### config.mk
export PLATFORM = sky130hd
export DESIGN_NAME = spdif_tx_flat
export DESIGN_NICKNAME = d
export VERILOG_FILES = /design/src/rtl/spdif_pkg.sv /design/src/rtl/spdif_if.sv /design/src/rtl/spdif_subframe.sv /design/src/rtl/spdif_tx.sv /design/src/flat_wrapper.sv
export SDC_FILE = /design/constraint.sdc
export NUM_CORES = 1
export LEC_CHECK = 0
export ABC_AREA = 1
export BUFFER_PORTS_ARGS = -buffer_cell sky130_fd_sc_hd__buf_4
export CORE_UTILIZATION = 55
export CTS_CLUSTER_SIZE = 40
export DETAILED_ROUTE_END_ITERATION = 10
export PLACE_DENSITY_LB_ADDON = 0.2
export SLEW_MARGIN = 20
export SYNTH_ARGS = -nofsm -noshare
export SYNTH_HDL_FRONTEND = slang
export SYNTH_SLANG_ARGS = --single-unit
### constraint.sdc
create_clock -name clk -period 4.2 [get_ports clk]
set_input_delay 0.84 -clock clk [delete_from_list [all_inputs] [get_ports clk]]
set_output_delay 0.84 -clock clk [all_outputs]
set_load 0.01 [all_outputs]
### src/rtl/spdif_pkg.sv
// Shared constants and helpers for the IEC 60958 (S/PDIF) transmitter.
// Preamble patterns are listed first-cell-first (MSB goes out first).
package spdif_pkg;

    localparam logic [7:0] PRE_B = 8'b1110_1000;
    localparam logic [7:0] PRE_M = 8'b1110_0010;
    localparam logic [7:0] PRE_W = 8'b1110_0100;

    localparam logic [3:0] FS_48K  = 4'b0010;
    localparam logic [3:0] FS_44K1 = 4'b0000;

    localparam int CELLS_PER_FRAME  = 128;
    localparam int FRAMES_PER_BLOCK = 192;

    // Consumer channel status: bit 2 (no copy protection) and the rate field
    function automatic logic cs_bit(input logic [7:0] n, input logic [3:0] fs);
        logic b;
        b = 1'b0;
        if (n == 8'd2) begin
            b = 1'b1;
        end else if (n >= 8'd24 && n <= 8'd27) begin
            b = fs[n[1:0]];
        end
        return b;
    endfunction

endpackage

### src/rtl/spdif_if.sv
// Sample-pair handshake between the audio source and the transmitter.
// The pair is taken only on the frame-start tick; ack marks that cycle.
interface spdif_if;

    logic [23:0] left_data;
    logic [23:0] right_data;
    logic        sample_valid;
    logic        sample_ack;

    modport master (
        output left_data,
        output right_data,
        output sample_valid,
        input  sample_ack
    );

    modport slave (
        input  left_data,
        input  right_data,
        input  sample_valid,
        output sample_ack
    );

endinterface

### src/rtl/spdif_subframe.sv
// Combinational subframe word: payload[i] is the bit sent in slot 4+i.
// Layout: sample[23:0], V, U, C, P with P giving even parity.
module spdif_subframe (
    input  logic [23:0] sample_i,
    input  logic        v_i,
    input  logic        c_i,
    output logic [27:0] payload_o
);

    logic u;
    logic p;

    assign u         = 1'b0;
    assign p         = ^{c_i, u, v_i, sample_i};
    assign payload_o = {p, c_i, u, v_i, sample_i};

endmodule

### src/rtl/spdif_tx.sv
// S/PDIF transmitter: divider, cell/frame sequencing and biphase-mark line.
// Each tick starts the cell held in cell_q, then advances it.
module spdif_tx
    import spdif_pkg::*;
#(
    parameter int unsigned DIV     = 4,
    parameter logic [3:0]  FS_CODE = FS_48K
) (
    input  logic   clk,
    input  logic   reset_n,
    input  logic   enable,
    spdif_if.slave smp,
    output logic   spdif_o
);

    logic [7:0]  div_q;
    logic [6:0]  cell_q;
    logic [7:0]  frame_q;
    logic [23:0] left_q;
    logic [23:0] right_q;
    logic        v_q;
    logic        pinv_q;
    logic        spdif_q;

    logic        tick;
    logic        start;
    logic        pre;
    logic [4:0]  slot;
    logic [4:0]  idx;
    logic [7:0]  pat;
    logic        c_bit;
    logic [23:0] sample;
    logic [27:0] payload;
    logic        spdif_d;
    logic        pinv_d;

    assign tick  = enable && (div_q == 8'(DIV - 1));
    assign start = tick && (cell_q == 7'd0);
    assign slot  = cell_q[5:1];
    assign idx   = slot - 5'd4;
    assign pre   = (slot < 5'd4);
    assign c_bit = cs_bit(frame_q, FS_CODE);

    assign sample = cell_q[6] ? right_q : left_q;
    assign pat    = cell_q[6] ? PRE_W
                  : (frame_q == 8'd0) ? PRE_B : PRE_M;

    assign smp.sample_ack = start && smp.sample_valid;
    assign spdif_o        = spdif_q;

    spdif_subframe u_subframe (
        .sample_i  (sample),
        .v_i       (v_q),
        .c_i       (c_bit),
        .payload_o (payload)
    );

    // Preamble polarity is fixed by the line level before its first cell
    always_comb begin
        pinv_d  = pinv_q;
        spdif_d = spdif_q;
        if (pre) begin
            if (cell_q[2:0] == 3'd0) begin
                pinv_d  = spdif_q;
                spdif_d = pat[7] ^ spdif_q;
            end else begin
                spdif_d = pat[3'd7 - cell_q[2:0]] ^ pinv_q;
            end
        end else if (!cell_q[0]) begin
            spdif_d = ~spdif_q;
        end else begin
            spdif_d = spdif_q ^ payload[idx];
        end
    end

    always_ff @(posedge clk or negedge reset_n) begin
        if (!reset_n) begin
            div_q   <= '0;
            cell_q  <= '0;
            frame_q <= '0;
            left_q  <= '0;
            right_q <= '0;
            v_q     <= 1'b0;
            pinv_q  <= 1'b0;
            spdif_q <= 1'b0;
        end else if (!enable) begin
            div_q   <= '0;
            cell_q  <= '0;
            frame_q <= '0;
            pinv_q  <= 1'b0;
            spdif_q <= 1'b0;
        end else begin
            div_q <= tick ? 8'd0 : div_q + 8'd1;
            if (tick) begin
                cell_q  <= cell_q + 7'd1;
                spdif_q <= spdif_d;
                pinv_q  <= pinv_d;
                if (cell_q == 7'(CELLS_PER_FRAME - 1)) begin
                    frame_q <= (frame_q == 8'(FRAMES_PER_BLOCK - 1))
                             ? 8'd0 : frame_q + 8'd1;
                end
                if (start) begin
                    left_q  <= smp.sample_valid ? smp.left_data : '0;
                    right_q <= smp.sample_valid ? smp.right_data : '0;
                    v_q     <= ~smp.sample_valid;
                end
            end
        end
    end

endmodule

### src/flat_wrapper.sv
// flat-port wrapper written by rule: the top's interface ports become plain ports
module spdif_tx_flat import spdif_pkg::*;
#(
    parameter int unsigned DIV     = 4,
    parameter logic [3:0]  FS_CODE = FS_48K
)
  (clk, reset_n, enable, spdif_o, smp_left_data, smp_right_data, smp_sample_valid, smp_sample_ack);
  spdif_if smp_i ();
  input  logic clk;
  input  logic reset_n;
  input  logic enable;
  output logic spdif_o;
  input wire logic [$bits(smp_i.left_data)-1:0] smp_left_data;
  input wire logic [$bits(smp_i.right_data)-1:0] smp_right_data;
  input wire logic [$bits(smp_i.sample_valid)-1:0] smp_sample_valid;
  output wire logic [$bits(smp_i.sample_ack)-1:0] smp_sample_ack;
  assign smp_i.left_data = smp_left_data;
  assign smp_i.right_data = smp_right_data;
  assign smp_i.sample_valid = smp_sample_valid;
  assign smp_sample_ack = smp_i.sample_ack;
  spdif_tx #(.DIV(DIV), .FS_CODE(FS_CODE)) u_core (.clk(clk), .reset_n(reset_n), .enable(enable), .smp(smp_i), .spdif_o(spdif_o));
endmodule
==> results of run 1 <==
## kinds of logic (layout without fill, tap and decap cells)
kind of cell | count (synthesis) | in the layout | synth area share [%]
compound gates | 115 | 115 | 13.4
xor+xnor | 3 | 3 | 0.554
fa+ha+maj | 9 | 9 | 2.38
buf+inv | 112 | 160 | 10.1
flops | 74 | 74 | 39.1
simple gates | 415 | 415 | 34.5
## layout make-up
type,instances,area share [%]
well taps,105,2.45
repair buffers,56,7.85
inverters,88,6.22
multi-input cells,542,45.1
clock buffers,10,2.57
flip-flops and latches,74,34.6
clock inverters,6,1.22
## registers in the layout, summed over array words and instances, names as in the netlist
signal and cells:
u_core.pinv_q 1, u_core.left_q 24, u_core.spdif_o 1, u_core.div_q 8
u_core.v_q 1, u_core.cell_q 7, u_core.right_q 24, u_core.frame_q 8
## worst max-delay path: cells and delay by family (launching register included)
kind	cells	cell delay, ns
simple gates	4	0.53
flops	1	0.43
fa+ha+maj	1	0.26
buf+inv	4	0.66
## Yosys cell counts, types with 2 or more instances
cell type,n
dfrtp_1,74
nand3_1,22
o211ai_1,6
o2111ai_1,2
nor2_1,20
inv_1,85
o21a_1,2
buf_2,12
o21ai_1,5
ha_1,9
or2_2,2
xor2_1,3
nor3b_1,2
inv_2,2
o21ai_2,4
buf_6,3
clkbuf_1,6
nand2_1,354
o21ai_0,68
a21oi_1,21
o22ai_1,2
nor3_1,11
## per-stage QoR
step | setup WS, ns | utilization, %
3_3_place_gp | 1.57 | 62.1
2_1_floorplan | 1.62 | -
6_report | 1.14 | 64.5
5_1_grt | 0.938 | 64.5
4_1_cts | 1.16 | 64.5
3_5_place_dp | 1.54 | 62.1
## per-layer routing
layer  share of wire [%]  global-route usage [%]  vias to the layer above
met5                   0                       0                        -
met1                  47                    33.8                     2069
li1                    -                       -                     2356
met2                  47                    45.3                      105
met4                 2.4                    10.5                        0
met3                 3.9                    4.19                       22
## power breakdown
group | leakage [uW] | internal [uW] | switching (uW) | total (uW)
Combinational | 0.00174 | 406 | 732 | 1140
Clock | 0.000103 | 292 | 279 | 570
Sequential | 0.000941 | 937 | 120 | 1060
Total | 0.00278 | 1630 | 1130 | 2770
## worst paths after layout
check | from | endpoint | slack (ns)
max | u_core.cell_q[1]$_DFFE_PN0P_ | smp_sample_ack | 1.14
min reg2reg | u_core.div_q[0]$_DFF_PN0_ | u_core.div_q[0]$_DFF_PN0_ | 0.47
max in group asynchronous | reset_n | u_core.cell_q[6]$_DFFE_PN0P_ | 2.91
max reg2reg | u_core.cell_q[6]$_DFFE_PN0P_ | u_core.spdif_o$_DFFE_PN0P_ | 1.65
min | u_core.div_q[0]$_DFF_PN0_ | u_core.div_q[0]$_DFF_PN0_ | 0.47
min in group asynchronous | reset_n | u_core.left_q[6]$_DFFE_PN0P_ | 0.61
==> metrics.md, run 1 <==
| Metric | Value |
|---|---|
| Final Skew | `0.0138 ns` |
| Crit path kind | `reg2out` |
| Initial antenna violation count | `0` |
| Nets | `832` |
| Period Utilization, post-route | `73.0%` |
| Largest net degree at the start of global routing | `75` |
| PostCTS Resize Cnt | `0` |
| Initial drt markers | `240` |
| Setup violators final | `0` |
| Yosys reg bits | `74` |
| Synth warn | `0` |
| Setup bufs post-CTS | `0` |
| Hold_ws | `0.468 ns` |
| Hold Path Class | `reg2reg` |
| CTS tree | `done` |
| Count of cell types in the netlist | `35` |
| Tot GR Track Use | `26.6%` |
| Gpl congestion | `0.894` |
| Layout cells sized above 1 | `10.8%` |
| Clock slew at reported path FFs | `0.08 ns` |
| Most frequent cells in the layout | `nand2_1, inv_1, dfrtp_1` |
| Post-route setup TNS | `0 ns` |
| Hold Path Depth | `1` |
| GR Overflow Total | `0` |
| Post-route DRC | `0` |
| I/O pins | `54` |
| Post-DP HPWL | `7580 um` |
| Routed Antenna Nets | `0` |
| Async S/R FF share, synth | `100%` |
| Starting density of the core | `57.1%` |
| Synth area leaders | `dfrtp_1, nand2_1, o21ai_0` |
| Area after DPL | `5150 um^2` |
| CP Max Fanout | `15` |
| Crit path cell chain | `inv_1 -> ha_1 -> nand2_1 -> nor2_1 -> nand3_1 -> inv_1 -> nand2_1 -> inv_2 -> buf_4` |
| IR drop worst, VDD | `285 uV` |
| I/O Buffers | `53` |
| CTS Hold Bufs | `0` |
| Syn nets | `789` |
| Clk sink count | `74` |
| Non-filler cells, final | `881` |
| Slew @ Worst Pin | `0.940 ns` |
| Cell Area, Synth | `4740 um^2` |
| Fmax | `326 MHz` |
| FF+latch area | `1850 um^2` |
| Status | `complete, no violations` |
| First-pass GRT wire length | `18900 um` |
| Depth of the worst register-to-register path | `22` |
| Avg WL per Cell | `12.1 um` |
| Detailed Routing Iterations Pass 1 | `5` |
| Synth top area share | `39.1%` |
| Max cap viols | `0` |
| CTS root buf | `clkbuf_8` |
| Final hold violation count | `0` |
| WL final | `10700 um` |
| H-tree depth | `3` |
| Post-route cell area | `5350 um^2` |
| Startpoint types | `flip-flop` |
| Die H | `94.8 um` |
| P_leak | `0.00278 uW` |
| Vias per std cell | `5.17` |
| Core area | `8300 um^2` |
| Syn Inst Count | `728` |
| Multi-input logic area | `2410 um^2` |
| Power per cell area | `517 nW/um^2` |
| CTS Buffer Depth | `2` |
| Rows | `33` |
| Post-synthesis sequential area ratio | `39.1%` |
| CP max stage delay | `0.43 ns` |
| Required time of the worst setup path | `3.36 ns` |
| Syn Area/Cell | `6.51 um^2` |
| Chip Width | `94.8 um` |
| Worst-Skew Late Latency | `0.36 ns` |
| Most common cell after layout, fill and taps aside | `nand2_1` |
| Post-synth EDFFs | `0` |
| Ys flop type | `dfrtp_1` |
| Dpl cells | `865` |
| WP data arrival | `2.22 ns` |
| Die footprint | `8990 um^2` |
| Pins Over Slew Limit | `0` |
| Crit. End Element | `output port` |
| Slew margin rel. | `37.4%` |
| RSZ-0062 raised after global routing | `no` |
| Via count | `4552` |
| Antenna diodes | `0` |
| Area growth, synth to finish | `12.9%` |
| Area leader, netlist | `dfrtp_1` |
| Fill cells | `752` |
| Total Power | `2770 uW` |
| CP max-delay cell | `dfrtp_1` |
| Vias in the first global route | `4379` |
| TritonCTS Buffers | `9` |
| Crit path time final | `3.06 ns` |
Note: power is estimated with default switching activity, not from simulation.
==> inputs of run 2 (changes only) <==
clock period = 2.9 ns   (was 4.2 ns; I/O delays follow)
==> run 2 against run 1 <==
Clock power is 51% higher. Final cell count is 0.68% higher. Register-to-register slack worse by 0.97 ns. Final area is 1.3% higher. Critical path type unchanged.
==> metrics.md, run 2 (synthesis results as in run 1) <==
| Metric | Value |
|---|---|
| Status | `complete, no violations` |
| Via count | `4598` |
| Antenna diodes | `0` |
| Routed Antenna Nets | `0` |
| I/O Buffers | `53` |
| Detailed Routing Iterations Pass 1 | `5` |
| Crit path kind | `reg2out` |
| Avg WL per Cell | `12.1 um` |
| Largest regs | `u_core.left_q x24, u_core.right_q x24` |
| Tot GR Track Use | `26.5%` |
| Final Skew | `0.00797 ns` |
| Finished Core Util | `65.3%` |
| Cell Int Power | `2420 uW` |
| Hold Path Class | `in2async` |
| Initial drt markers | `223` |
| Part of the power in the clock network | `21.3%` |
| Max cap viols | `0` |
| Slew margin rel. | `66.9%` |
| CTS root buf | `clkbuf_8` |
| Pins Over Slew Limit | `0` |
| Vias per std cell | `5.18` |
| Post-route DRC | `0` |
| Layout cells sized above 1 | `11.5%` |
| H-tree depth | `3` |
| Largest net degree at the start of global routing | `49` |
| Slew @ Worst Pin | `0.497 ns` |
| First-pass GRT wire length | `18700 um` |
| TritonCTS Buffers | `9` |
| Crit. End Element | `output port` |
| Initial antenna violation count | `0` |
| Clk sink count | `74` |
| RSZ-0062 raised after global routing | `no` |
| PostCTS Resize Cnt | `0` |
| Setup violators final | `0` |
| Flop pwr share | `37.9%` |
| Most common cell after layout, fill and taps aside | `nand2_1` |
| Post-route setup TNS | `0 ns` |
| Total Power | `4040 uW` |
| Fmax | `374 MHz` |
| Worst R2R Start | `u_core.cell_q[6]$_DFFE_PN0P_` |
| Die H | `94.8 um` |
| WL final | `10800 um` |
| CP Max Fanout | `5` |
| Die footprint | `8990 um^2` |
| CTS Hold Bufs | `0` |
| Power per cell area | `746 nW/um^2` |
| Logic pwr share | `40.9%` |
| Chip Width | `94.8 um` |
| Period Utilization, post-route | `92.1%` |
| Area growth, synth to finish | `14.4%` |
| Reg2reg end | `u_core.spdif_o$_DFFE_PN0P_` |
| Core area | `8300 um^2` |
| Final hold violation count | `0` |
| Vias in the first global route | `4348` |
| CTS tree | `done` |
| Rows | `33` |
| Worst-Skew Late Latency | `0.35 ns` |
| Startpoint types | `flip-flop` |
| Sw Pwr | `1630 uW` |
| Starting density of the core | `57.1%` |
| Most frequent cells in the layout | `nand2_1, inv_1, dfrtp_1` |
| P_leak | `0.00283 uW` |
| Switching share of power | `40.2%` |
| IR drop worst, VDD | `410 uV` |
| Depth of the worst register-to-register path | `20` |
| GR Overflow Total | `0` |
| R2R setup slack | `0.68 ns` |
| Post-DP HPWL | `7790 um` |
| Crit path time final | `2.67 ns` |
| WP data arrival | `2.09 ns` |
| Required time of the worst setup path | `2.32 ns` |
| Clock slew at reported path FFs | `0.07 ns` |
| I/O pins | `54` |
| Nets | `838` |
| Gpl congestion | `0.860` |
| CTS Buffer Depth | `2` |
| Setup bufs post-CTS | `0` |
## run 2: cell count changes in the layout (fill, tap and decap cells not counted), sizes merged
| cell | previous run | this run |
|---|---|---|
| buf | 56 | 62 |
| clkbuf | 10 | 12 |
| clkinvlp | 1 | 0 |
| inv | 89 | 88 |
## run 2: stage by stage
step                      std cells  hold slack (ns)  setup WS (ns)  area [um^2]
after floorplan                 728            0.284          0.580         4740
after global placement          869            0.444          0.645         5190
after detailed placement        869            0.461          0.624         5190
after CTS                       885            0.192          0.223         5410
after global routing            887            0.215         0.0238         5420
final                           887            0.186          0.229         5420
## run 2: how the worst max path moves through the flow
stage	depth (start not counted)	slack, ns	to	start
after floorplan	10	0.58	smp_sample_ack	u_core.cell_q[1]$_DFFE_PN0P_
after global placement	10	0.64	smp_sample_ack	u_core.div_q[0]$_DFF_PN0_
after detailed placement	10	0.62	smp_sample_ack	u_core.div_q[0]$_DFF_PN0_
after CTS	10	0.22	smp_sample_ack	u_core.div_q[0]$_DFF_PN0_
after global routing	10	0.02	smp_sample_ack	u_core.div_q[4]$_DFF_PN0_
final	10	0.23	smp_sample_ack	u_core.div_q[5]$_DFF_PN0_
## run 2: layout make-up
type / instances / area, um^2
flip-flops and latches: 74 / 1850
inverters: 88 / 333
clock buffers: 12 / 165
multi-input cells: 542 / 2410
well taps: 105 / 131
clock inverters: 4 / 48.8
repair buffers: 62 / 478
fillers: 763 / 2880
## run 2: critical path, cell delays in order (launching register included)
cell,delay (ns)
dfrtp_1,0.40
inv_1,0.11
nand4_1,0.15
nor4_4,0.35
inv_1,0.11
nor2_2,0.16
nand3_1,0.12
inv_1,0.10
nand2_1,0.06
inv_2,0.07
buf_4,0.11
## run 2: metal layers
metal | up-vias | global-route usage [%] | routed length (um)
li1 | 2367 | - | -
met1 | 2130 | 32.2 | 4960
met2 | 92 | 47.1 | 5280
met3 | 9 | 4.91 | 387
met4 | 0 | 8.84 | 141
met5 | - | 0 | 0
## run 2: power by group through the flow
stage                     logic, uW  registers, uW  clock network (uW)
final                          1650           1530                 861
after global routing           1940           1570                 919
after CTS                      1650           1530                 882
after detailed placement       1650           1540                   0
after global placement         1570           1540                   0
after floorplan                1290           1500                   0
